`src/rtl/buffer_arbiter_if.sv`:
```
// ============================================================================
// buffer_arbiter_if : request/grant/strobe bundle between the packet buffer
// arbiter, its requesters (AHB slave, USB RX/TX engines) and the buffer.
// Revision: 1.0
// ============================================================================
`default_nettype none

interface buffer_arbiter_if;
   logic       clear_req;
   logic [6:0] buffer_occupancy;

   logic       ahb_req;
   logic       ahb_write;
   logic [1:0] ahb_size;
   logic       ahb_ready;

   logic       rx_start;
   logic       rx_byte_valid;
   logic       rx_done;
   logic       tx_start;
   logic       tx_byte_req;
   logic       tx_done;

   logic       rx_grant;
   logic       tx_grant;

   logic       store_tx_data;
   logic       get_rx_data;
   logic       store_rx_packet_data;
   logic       get_tx_packet_data;
   logic       buffer_reserved;
   logic       buffer_clear;

   logic       overrun_err;
   logic       underrun_err;
   logic       timeout_err;

   // Requesters and buffer status side
   modport master (
      output clear_req, buffer_occupancy,
      output ahb_req, ahb_write, ahb_size,
      output rx_start, rx_byte_valid, rx_done,
      output tx_start, tx_byte_req, tx_done,
      input  ahb_ready, rx_grant, tx_grant,
      input  store_tx_data, get_rx_data, store_rx_packet_data, get_tx_packet_data,
      input  buffer_reserved, buffer_clear,
      input  overrun_err, underrun_err, timeout_err
   );

   // Arbiter side
   modport slave (
      input  clear_req, buffer_occupancy,
      input  ahb_req, ahb_write, ahb_size,
      input  rx_start, rx_byte_valid, rx_done,
      input  tx_start, tx_byte_req, tx_done,
      output ahb_ready, rx_grant, tx_grant,
      output store_tx_data, get_rx_data, store_rx_packet_data, get_tx_packet_data,
      output buffer_reserved, buffer_clear,
      output overrun_err, underrun_err, timeout_err
   );
endinterface

`default_nettype wire

```
`src/rtl/buffer_arbiter.sv`:
```
// ============================================================================
// buffer_arbiter : owns the 64-byte packet buffer, granting it per packet to
// USB RX/TX and per word to AHB, with occupancy and stall checking.
// Revision: 1.0
// ============================================================================
`default_nettype none

module buffer_arbiter #(
   parameter int unsigned BUF_DEPTH      = 64,
   parameter int unsigned TIMEOUT_CYCLES = 1023,
   parameter int unsigned CNT_W          = 10
) (
   input  wire logic        clk,
   input  wire logic        rst,
   buffer_arbiter_if.slave  arb_if
);

   localparam logic [7:0]       C_DEPTH8    = 8'(BUF_DEPTH);
   localparam logic [CNT_W-1:0] C_TIMEOUT   = CNT_W'(TIMEOUT_CYCLES);
   localparam logic [CNT_W-1:0] C_CNT_ONE   = CNT_W'(1);
   localparam logic [CNT_W-1:0] C_CNT_ZERO  = '0;

   typedef enum logic [2:0] {
      S_IDLE     = 3'd0,
      S_AHB_XFER = 3'd1,
      S_RX_OWN   = 3'd2,
      S_TX_OWN   = 3'd3,
      S_FLUSH    = 3'd4
   } state_e;

   state_e           state_q, state_d;
   logic [CNT_W-1:0] cnt_q, cnt_d;
   logic             write_q, write_d;

   logic [7:0] w_wr_total;
   logic       w_wr_ok;
   logic       w_rd_ok;
   logic       w_ahb_accept;
   logic       w_not_full;
   logic       w_not_empty;
   logic       w_timeout_hit;

   logic w_ahb_ready;
   logic w_rx_grant;
   logic w_tx_grant;
   logic w_store_tx_data;
   logic w_get_rx_data;
   logic w_store_rx_packet_data;
   logic w_get_tx_packet_data;
   logic w_buffer_reserved;
   logic w_buffer_clear;
   logic w_overrun_err;
   logic w_underrun_err;
   logic w_timeout_err;

   // Occupancy checks, evaluated at 8 bits so a full buffer plus a 4-byte
   // write cannot wrap back into range.
   assign w_wr_total    = {1'b0, arb_if.buffer_occupancy} + {6'b0, arb_if.ahb_size} + 8'd1;
   assign w_wr_ok       = (w_wr_total <= C_DEPTH8);
   assign w_rd_ok       = (arb_if.buffer_occupancy >= 7'd4);
   assign w_ahb_accept  = arb_if.ahb_req && (arb_if.ahb_write ? w_wr_ok : w_rd_ok);
   assign w_not_full    = ({1'b0, arb_if.buffer_occupancy} < C_DEPTH8);
   assign w_not_empty   = (arb_if.buffer_occupancy != 7'd0);
   assign w_timeout_hit = (cnt_q == C_TIMEOUT);

   always_ff @(posedge clk) begin
      if (rst) begin
         state_q <= S_IDLE;
         cnt_q   <= C_CNT_ZERO;
         write_q <= 1'b0;
      end else begin
         state_q <= state_d;
         cnt_q   <= cnt_d;
         write_q <= write_d;
      end
   end

   always_comb begin
      state_d                = state_q;
      cnt_d                  = cnt_q;
      write_d                = write_q;
      w_ahb_ready            = 1'b0;
      w_rx_grant             = 1'b0;
      w_tx_grant             = 1'b0;
      w_store_tx_data        = 1'b0;
      w_get_rx_data          = 1'b0;
      w_store_rx_packet_data = 1'b0;
      w_get_tx_packet_data   = 1'b0;
      w_buffer_reserved      = 1'b0;
      w_buffer_clear         = 1'b0;
      w_overrun_err          = 1'b0;
      w_underrun_err         = 1'b0;
      w_timeout_err          = 1'b0;

      case (state_q)
         S_IDLE: begin
            // Counter is held at zero here so every packet starts fresh.
            cnt_d = C_CNT_ZERO;
            if (arb_if.clear_req) begin
               state_d = S_FLUSH;
            end else if (arb_if.rx_start) begin
               state_d = S_RX_OWN;
            end else if (w_ahb_accept) begin
               state_d = S_AHB_XFER;
               write_d = arb_if.ahb_write;
            end else if (arb_if.tx_start) begin
               state_d = S_TX_OWN;
            end
         end

         S_AHB_XFER: begin
            w_ahb_ready = 1'b1;
            if (arb_if.clear_req) begin
               state_d = S_FLUSH;
            end else begin
               w_store_tx_data = write_q;
               w_get_rx_data   = !write_q;
               state_d         = S_IDLE;
            end
         end

         S_RX_OWN: begin
            w_rx_grant             = 1'b1;
            w_buffer_reserved      = 1'b1;
            w_store_rx_packet_data = arb_if.rx_byte_valid && w_not_full;
            w_overrun_err          = arb_if.rx_byte_valid && !w_not_full;
            cnt_d = arb_if.rx_byte_valid ? C_CNT_ZERO : cnt_q + C_CNT_ONE;
            if (arb_if.clear_req) begin
               state_d = S_FLUSH;
            end else if (arb_if.rx_done) begin
               state_d = S_IDLE;
            end else if (w_timeout_hit) begin
               w_timeout_err = 1'b1;
               state_d       = S_FLUSH;
            end
         end

         S_TX_OWN: begin
            w_tx_grant           = 1'b1;
            w_buffer_reserved    = 1'b1;
            w_get_tx_packet_data = arb_if.tx_byte_req && w_not_empty;
            w_underrun_err       = arb_if.tx_byte_req && !w_not_empty;
            cnt_d = arb_if.tx_byte_req ? C_CNT_ZERO : cnt_q + C_CNT_ONE;
            if (arb_if.clear_req) begin
               state_d = S_FLUSH;
            end else if (arb_if.tx_done) begin
               state_d = S_IDLE;
            end else if (w_timeout_hit) begin
               w_timeout_err = 1'b1;
               state_d       = S_FLUSH;
            end
         end

         S_FLUSH: begin
            w_buffer_clear = 1'b1;
            state_d        = arb_if.clear_req ? S_FLUSH : S_IDLE;
         end

         default: begin
            state_d = S_IDLE;
         end
      endcase
   end

   assign arb_if.ahb_ready            = w_ahb_ready;
   assign arb_if.rx_grant             = w_rx_grant;
   assign arb_if.tx_grant             = w_tx_grant;
   assign arb_if.store_tx_data        = w_store_tx_data;
   assign arb_if.get_rx_data          = w_get_rx_data;
   assign arb_if.store_rx_packet_data = w_store_rx_packet_data;
   assign arb_if.get_tx_packet_data   = w_get_tx_packet_data;
   assign arb_if.buffer_reserved      = w_buffer_reserved;
   assign arb_if.buffer_clear         = w_buffer_clear;
   assign arb_if.overrun_err          = w_overrun_err;
   assign arb_if.underrun_err         = w_underrun_err;
   assign arb_if.timeout_err          = w_timeout_err;

endmodule

`default_nettype wire

```
`src/flat_wrapper.sv`:
```
// flat-port wrapper written by rule: the top's interface ports become plain ports
module buffer_arbiter_flat 
#(
   parameter int unsigned BUF_DEPTH      = 64,
   parameter int unsigned TIMEOUT_CYCLES = 1023,
   parameter int unsigned CNT_W          = 10
)
  (clk, rst, arb_if_clear_req, arb_if_buffer_occupancy, arb_if_ahb_req, arb_if_ahb_write, arb_if_ahb_size, arb_if_rx_start, arb_if_rx_byte_valid, arb_if_rx_done, arb_if_tx_start, arb_if_tx_byte_req, arb_if_tx_done, arb_if_ahb_ready, arb_if_rx_grant, arb_if_tx_grant, arb_if_store_tx_data, arb_if_get_rx_data, arb_if_store_rx_packet_data, arb_if_get_tx_packet_data, arb_if_buffer_reserved, arb_if_buffer_clear, arb_if_overrun_err, arb_if_underrun_err, arb_if_timeout_err);
  buffer_arbiter_if arb_if_i ();
  input  wire logic clk;
  input  wire logic rst;
  input wire logic [$bits(arb_if_i.clear_req)-1:0] arb_if_clear_req;
  input wire logic [$bits(arb_if_i.buffer_occupancy)-1:0] arb_if_buffer_occupancy;
  input wire logic [$bits(arb_if_i.ahb_req)-1:0] arb_if_ahb_req;
  input wire logic [$bits(arb_if_i.ahb_write)-1:0] arb_if_ahb_write;
  input wire logic [$bits(arb_if_i.ahb_size)-1:0] arb_if_ahb_size;
  input wire logic [$bits(arb_if_i.rx_start)-1:0] arb_if_rx_start;
  input wire logic [$bits(arb_if_i.rx_byte_valid)-1:0] arb_if_rx_byte_valid;
  input wire logic [$bits(arb_if_i.rx_done)-1:0] arb_if_rx_done;
  input wire logic [$bits(arb_if_i.tx_start)-1:0] arb_if_tx_start;
  input wire logic [$bits(arb_if_i.tx_byte_req)-1:0] arb_if_tx_byte_req;
  input wire logic [$bits(arb_if_i.tx_done)-1:0] arb_if_tx_done;
  output wire logic [$bits(arb_if_i.ahb_ready)-1:0] arb_if_ahb_ready;
  output wire logic [$bits(arb_if_i.rx_grant)-1:0] arb_if_rx_grant;
  output wire logic [$bits(arb_if_i.tx_grant)-1:0] arb_if_tx_grant;
  output wire logic [$bits(arb_if_i.store_tx_data)-1:0] arb_if_store_tx_data;
  output wire logic [$bits(arb_if_i.get_rx_data)-1:0] arb_if_get_rx_data;
  output wire logic [$bits(arb_if_i.store_rx_packet_data)-1:0] arb_if_store_rx_packet_data;
  output wire logic [$bits(arb_if_i.get_tx_packet_data)-1:0] arb_if_get_tx_packet_data;
  output wire logic [$bits(arb_if_i.buffer_reserved)-1:0] arb_if_buffer_reserved;
  output wire logic [$bits(arb_if_i.buffer_clear)-1:0] arb_if_buffer_clear;
  output wire logic [$bits(arb_if_i.overrun_err)-1:0] arb_if_overrun_err;
  output wire logic [$bits(arb_if_i.underrun_err)-1:0] arb_if_underrun_err;
  output wire logic [$bits(arb_if_i.timeout_err)-1:0] arb_if_timeout_err;
  assign arb_if_i.clear_req = arb_if_clear_req;
  assign arb_if_i.buffer_occupancy = arb_if_buffer_occupancy;
  assign arb_if_i.ahb_req = arb_if_ahb_req;
  assign arb_if_i.ahb_write = arb_if_ahb_write;
  assign arb_if_i.ahb_size = arb_if_ahb_size;
  assign arb_if_i.rx_start = arb_if_rx_start;
  assign arb_if_i.rx_byte_valid = arb_if_rx_byte_valid;
  assign arb_if_i.rx_done = arb_if_rx_done;
  assign arb_if_i.tx_start = arb_if_tx_start;
  assign arb_if_i.tx_byte_req = arb_if_tx_byte_req;
  assign arb_if_i.tx_done = arb_if_tx_done;
  assign arb_if_ahb_ready = arb_if_i.ahb_ready;
  assign arb_if_rx_grant = arb_if_i.rx_grant;
  assign arb_if_tx_grant = arb_if_i.tx_grant;
  assign arb_if_store_tx_data = arb_if_i.store_tx_data;
  assign arb_if_get_rx_data = arb_if_i.get_rx_data;
  assign arb_if_store_rx_packet_data = arb_if_i.store_rx_packet_data;
  assign arb_if_get_tx_packet_data = arb_if_i.get_tx_packet_data;
  assign arb_if_buffer_reserved = arb_if_i.buffer_reserved;
  assign arb_if_buffer_clear = arb_if_i.buffer_clear;
  assign arb_if_overrun_err = arb_if_i.overrun_err;
  assign arb_if_underrun_err = arb_if_i.underrun_err;
  assign arb_if_timeout_err = arb_if_i.timeout_err;
  buffer_arbiter #(.BUF_DEPTH(BUF_DEPTH), .TIMEOUT_CYCLES(TIMEOUT_CYCLES), .CNT_W(CNT_W)) u_core (.clk(clk), .rst(rst), .arb_if(arb_if_i));
endmodule
```
`config.mk`:
```
export PLATFORM = sky130hd
export DESIGN_NAME = buffer_arbiter_flat
export DESIGN_NICKNAME = d
export VERILOG_FILES = /design/src/rtl/buffer_arbiter_if.sv /design/src/rtl/buffer_arbiter.sv /design/src/flat_wrapper.sv
export SDC_FILE = /design/constraint.sdc
export NUM_CORES = 1
export LEC_CHECK = 0
export BUFFER_PORTS_ARGS = -buffer_cell sky130_fd_sc_hd__buf_2
export CAP_MARGIN = 20
export CELL_PAD_IN_SITES_DETAIL_PLACEMENT = 0
export CELL_PAD_IN_SITES_GLOBAL_PLACEMENT = 1
export CORE_MARGIN = 2
export CORE_UTILIZATION = 38
export DETAILED_ROUTE_END_ITERATION = 10
export PLACE_DENSITY_LB_ADDON = 0.1
export SLEW_MARGIN = 40
export SYNTH_ARGS = -nofsm -noshare
export SYNTH_HDL_FRONTEND = slang
export SYNTH_SLANG_ARGS = --single-unit
```
`constraint.sdc`:
```
create_clock -name clk -period 4.5 [get_ports clk]
set_input_delay 1.125 -clock clk [delete_from_list [all_inputs] [get_ports clk]]
set_output_delay 1.125 -clock clk [all_outputs]
set_load 0.01 [all_outputs]
```
==> metrics.csv <==
metric;value;unit
grt_pass1_wl;4360;microns
cp-end-kind;output pin;
critPathSlowestCell;nor4_1;
final_hold_viol_count;0;
path_max_fanout;6;
cts_resized;0;
wl;2520;microns
mostFrequentLayoutCell;buf_2;
startpoint_type;flop;
fmax;312;MHz
worstMarginPinSlew;0.655;ns
fin_crit;3.21;ns
drc;0;
ant_nets;0;
antenna_found_initial;0;
postSynthCellCount;131;
most-common-layout-cells;buf_2 (31), nor2_1 (18), nand2_1 (14), dfxtp_1 (14);
grt_max_degree;15;
insertion_delay;0.28;ns
wl_per_cell;13.1;microns
die_area;0.00310;sq mm
finalSetupViolCount;0;
drv_slew;0;
finish.utilization;48.5;%
drive_gt1_share;27.2;%
grt_usage;17.4;%
rsz0062_at_grt;false;
cts-root-buf;clkbuf_4;
crit_path_max_incr_delay;0.63;ns
vias;1050;
irDropWorstVdd;0.159;mV
crit_chain;ha_1 > nand3_2 > nor4_1 > nand3_1 > nor2_1 > buf_2;
grt_pass1_vias;959;
critical_path_arrival;2.09;ns
synth_cell_types;48;
synth_area_per_cell;7.75;sq um
yosys_warnings;0;
finClkSkew;0.00453;ns
areaGrowthSynthToFinish;19.5;%
cts.clk_slew.worst_paths;0.09;ns
cts.sinks;14;
start_util;40.6;%
synth_nets;154;
vias_per_cell;5.47;
core;0.00250;sq mm
critPathTopFamily;simple AND/OR/NAND/NOR gates;
fin_crit_sh;71.3;%
place.gp.congestion;0.877;
hold_buffers;0;
critical_path_class;reg -> out;
io_pins;32;
dp_hpwl;1980;microns
antennaDiodeCount;0;
nets;186;
timing.setup.tns;0;ns
drv_cap;0;
cts_setup_buffers;0;
status;finished clean;
drt_pass1_iterations;4;
fp.dieW;55.7;microns
cts.path.max_buffers;2;
leakagePower;0.522;nW
cts_buffers;3;
hold_class;reg -> reg;
ys_seq_elements;14;
die_h;55.7;microns
syn-cell-area;0.00101;sq mm
synthFlopType;dfxtp_1;
grt.overflow.total;0;
cp.required;3.38;ns
r2r_slack;2.56;ns
cts_tree;built;
synthArstFlopShare;0;%
powerDensity;223;mW/mm^2
relSlewSlack;56.0;%
htreeDepth;1;
rows;18;
drtIter0Drc;48;
synth-edff-count;0;
seq_area_frac_synth;27.6;%
crit_buf_inv;1;
port_buffers;31;
## final timing paths
| path | depth (start not counted) | from | to |
|---|---|---|---|
| hold reg to reg | 1 | u_core.cnt_q[9] | u_core.cnt_q[9] |
| setup / recovery | 6 | u_core.cnt_q[0] | arb_if_timeout_err |
| hold / removal | 1 | u_core.cnt_q[9] | u_core.cnt_q[9] |
| setup reg to reg | 6 | u_core.cnt_q[0] | u_core.state_q[1] |
## power by group
part	leakage (nW)	switching, W	internal (W)
logic	0.387	0.0000286	0.0000209
registers	0.113	0.00000335	0.000126
clock network	0.0210	0.0000423	0.0000493
## per-stage QoR
stage	total power, W	setup slack (ns)	hold slack, ns	cells	cell area, sq um
after CTS	0.000276	1.24	0.496	192	1210
after global routing	0.000290	1.12	0.522	192	1210
final	0.000270	1.29	0.489	192	1210
after floorplan	0.000163	1.54	0.442	131	1010
after global placement	0.000181	1.33	0.468	188	1180
after detailed placement	0.000182	1.31	0.483	188	1180
## worst reg2reg max path, stage by stage (launching register included)
cell	delay, ns
dfxtp_1	0.37
ha_1	0.21
nand3_2	0.15
nor4_1	0.63
o21bai_1	0.12
o41ai_1	0.25
nor4b_1	0.09
## cells in the mapped netlist (2+ instances only)
cell | number | area (sq um)
ha_1 | 3 | 37.5
nand2_1 | 14 | 52.6
nor2_1 | 18 | 67.6
and3_1 | 3 | 18.8
a21oi_1 | 7 | 35.0
nor4b_1 | 2 | 17.5
buf_6 | 2 | 22.5
o41ai_1 | 2 | 17.5
inv_1 | 7 | 26.3
nand2b_1 | 2 | 12.5
o21ai_0 | 7 | 35.0
o31ai_1 | 2 | 15.0
nor4_1 | 2 | 12.5
a311oi_1 | 2 | 17.5
dfxtp_1 | 14 | 280
nor2b_1 | 3 | 18.8
a31oi_1 | 2 | 12.5
nand4_1 | 3 | 18.8
and2_1 | 3 | 18.8
nor3b_1 | 2 | 15.0
nor3_1 | 4 | 20.0
## flip-flops by register name, indices dropped and copies added (netlist names)
register and cells:
u_core.cnt_q 10, u_core.state_q 3, u_core.write_q 1
## cells by family after synthesis
| kind of cell | after synthesis | synth area share, % |
|---|---|---|
| adder cells (fa/ha/maj) | 3 | 3.70 |
| AO/OA/AOI/OAI | 35 | 24.5 |
| flip-flops | 14 | 27.6 |
| buffers and inverters | 12 | 6.53 |
| AND/OR/NAND/NOR | 66 | 36.6 |
| multiplexers | 1 | 0.986 |
## layout make-up
cell class,count,area (sq um)
fill,276,1290
multi-input combinational,105,668
sequential,14,280
timing repair buffer,31,155
tap,30,37.5
clock buffer,4,36.3
inverter,8,35.0
## layer usage
| layer | track usage [%] | vias up | part of all wire [%] |
|---|---|---|---|
| li1 | - | 541 | - |
| met5 | 0 | - | 0 |
| met1 | 20.7 | 487 | 44 |
| met3 | 4.88 | 2 | 4.8 |
| met4 | 5.23 | 0 | 0.48 |
| met2 | 30.3 | 20 | 51 |
No activity file was read; power rests on OpenSTA's default activity.
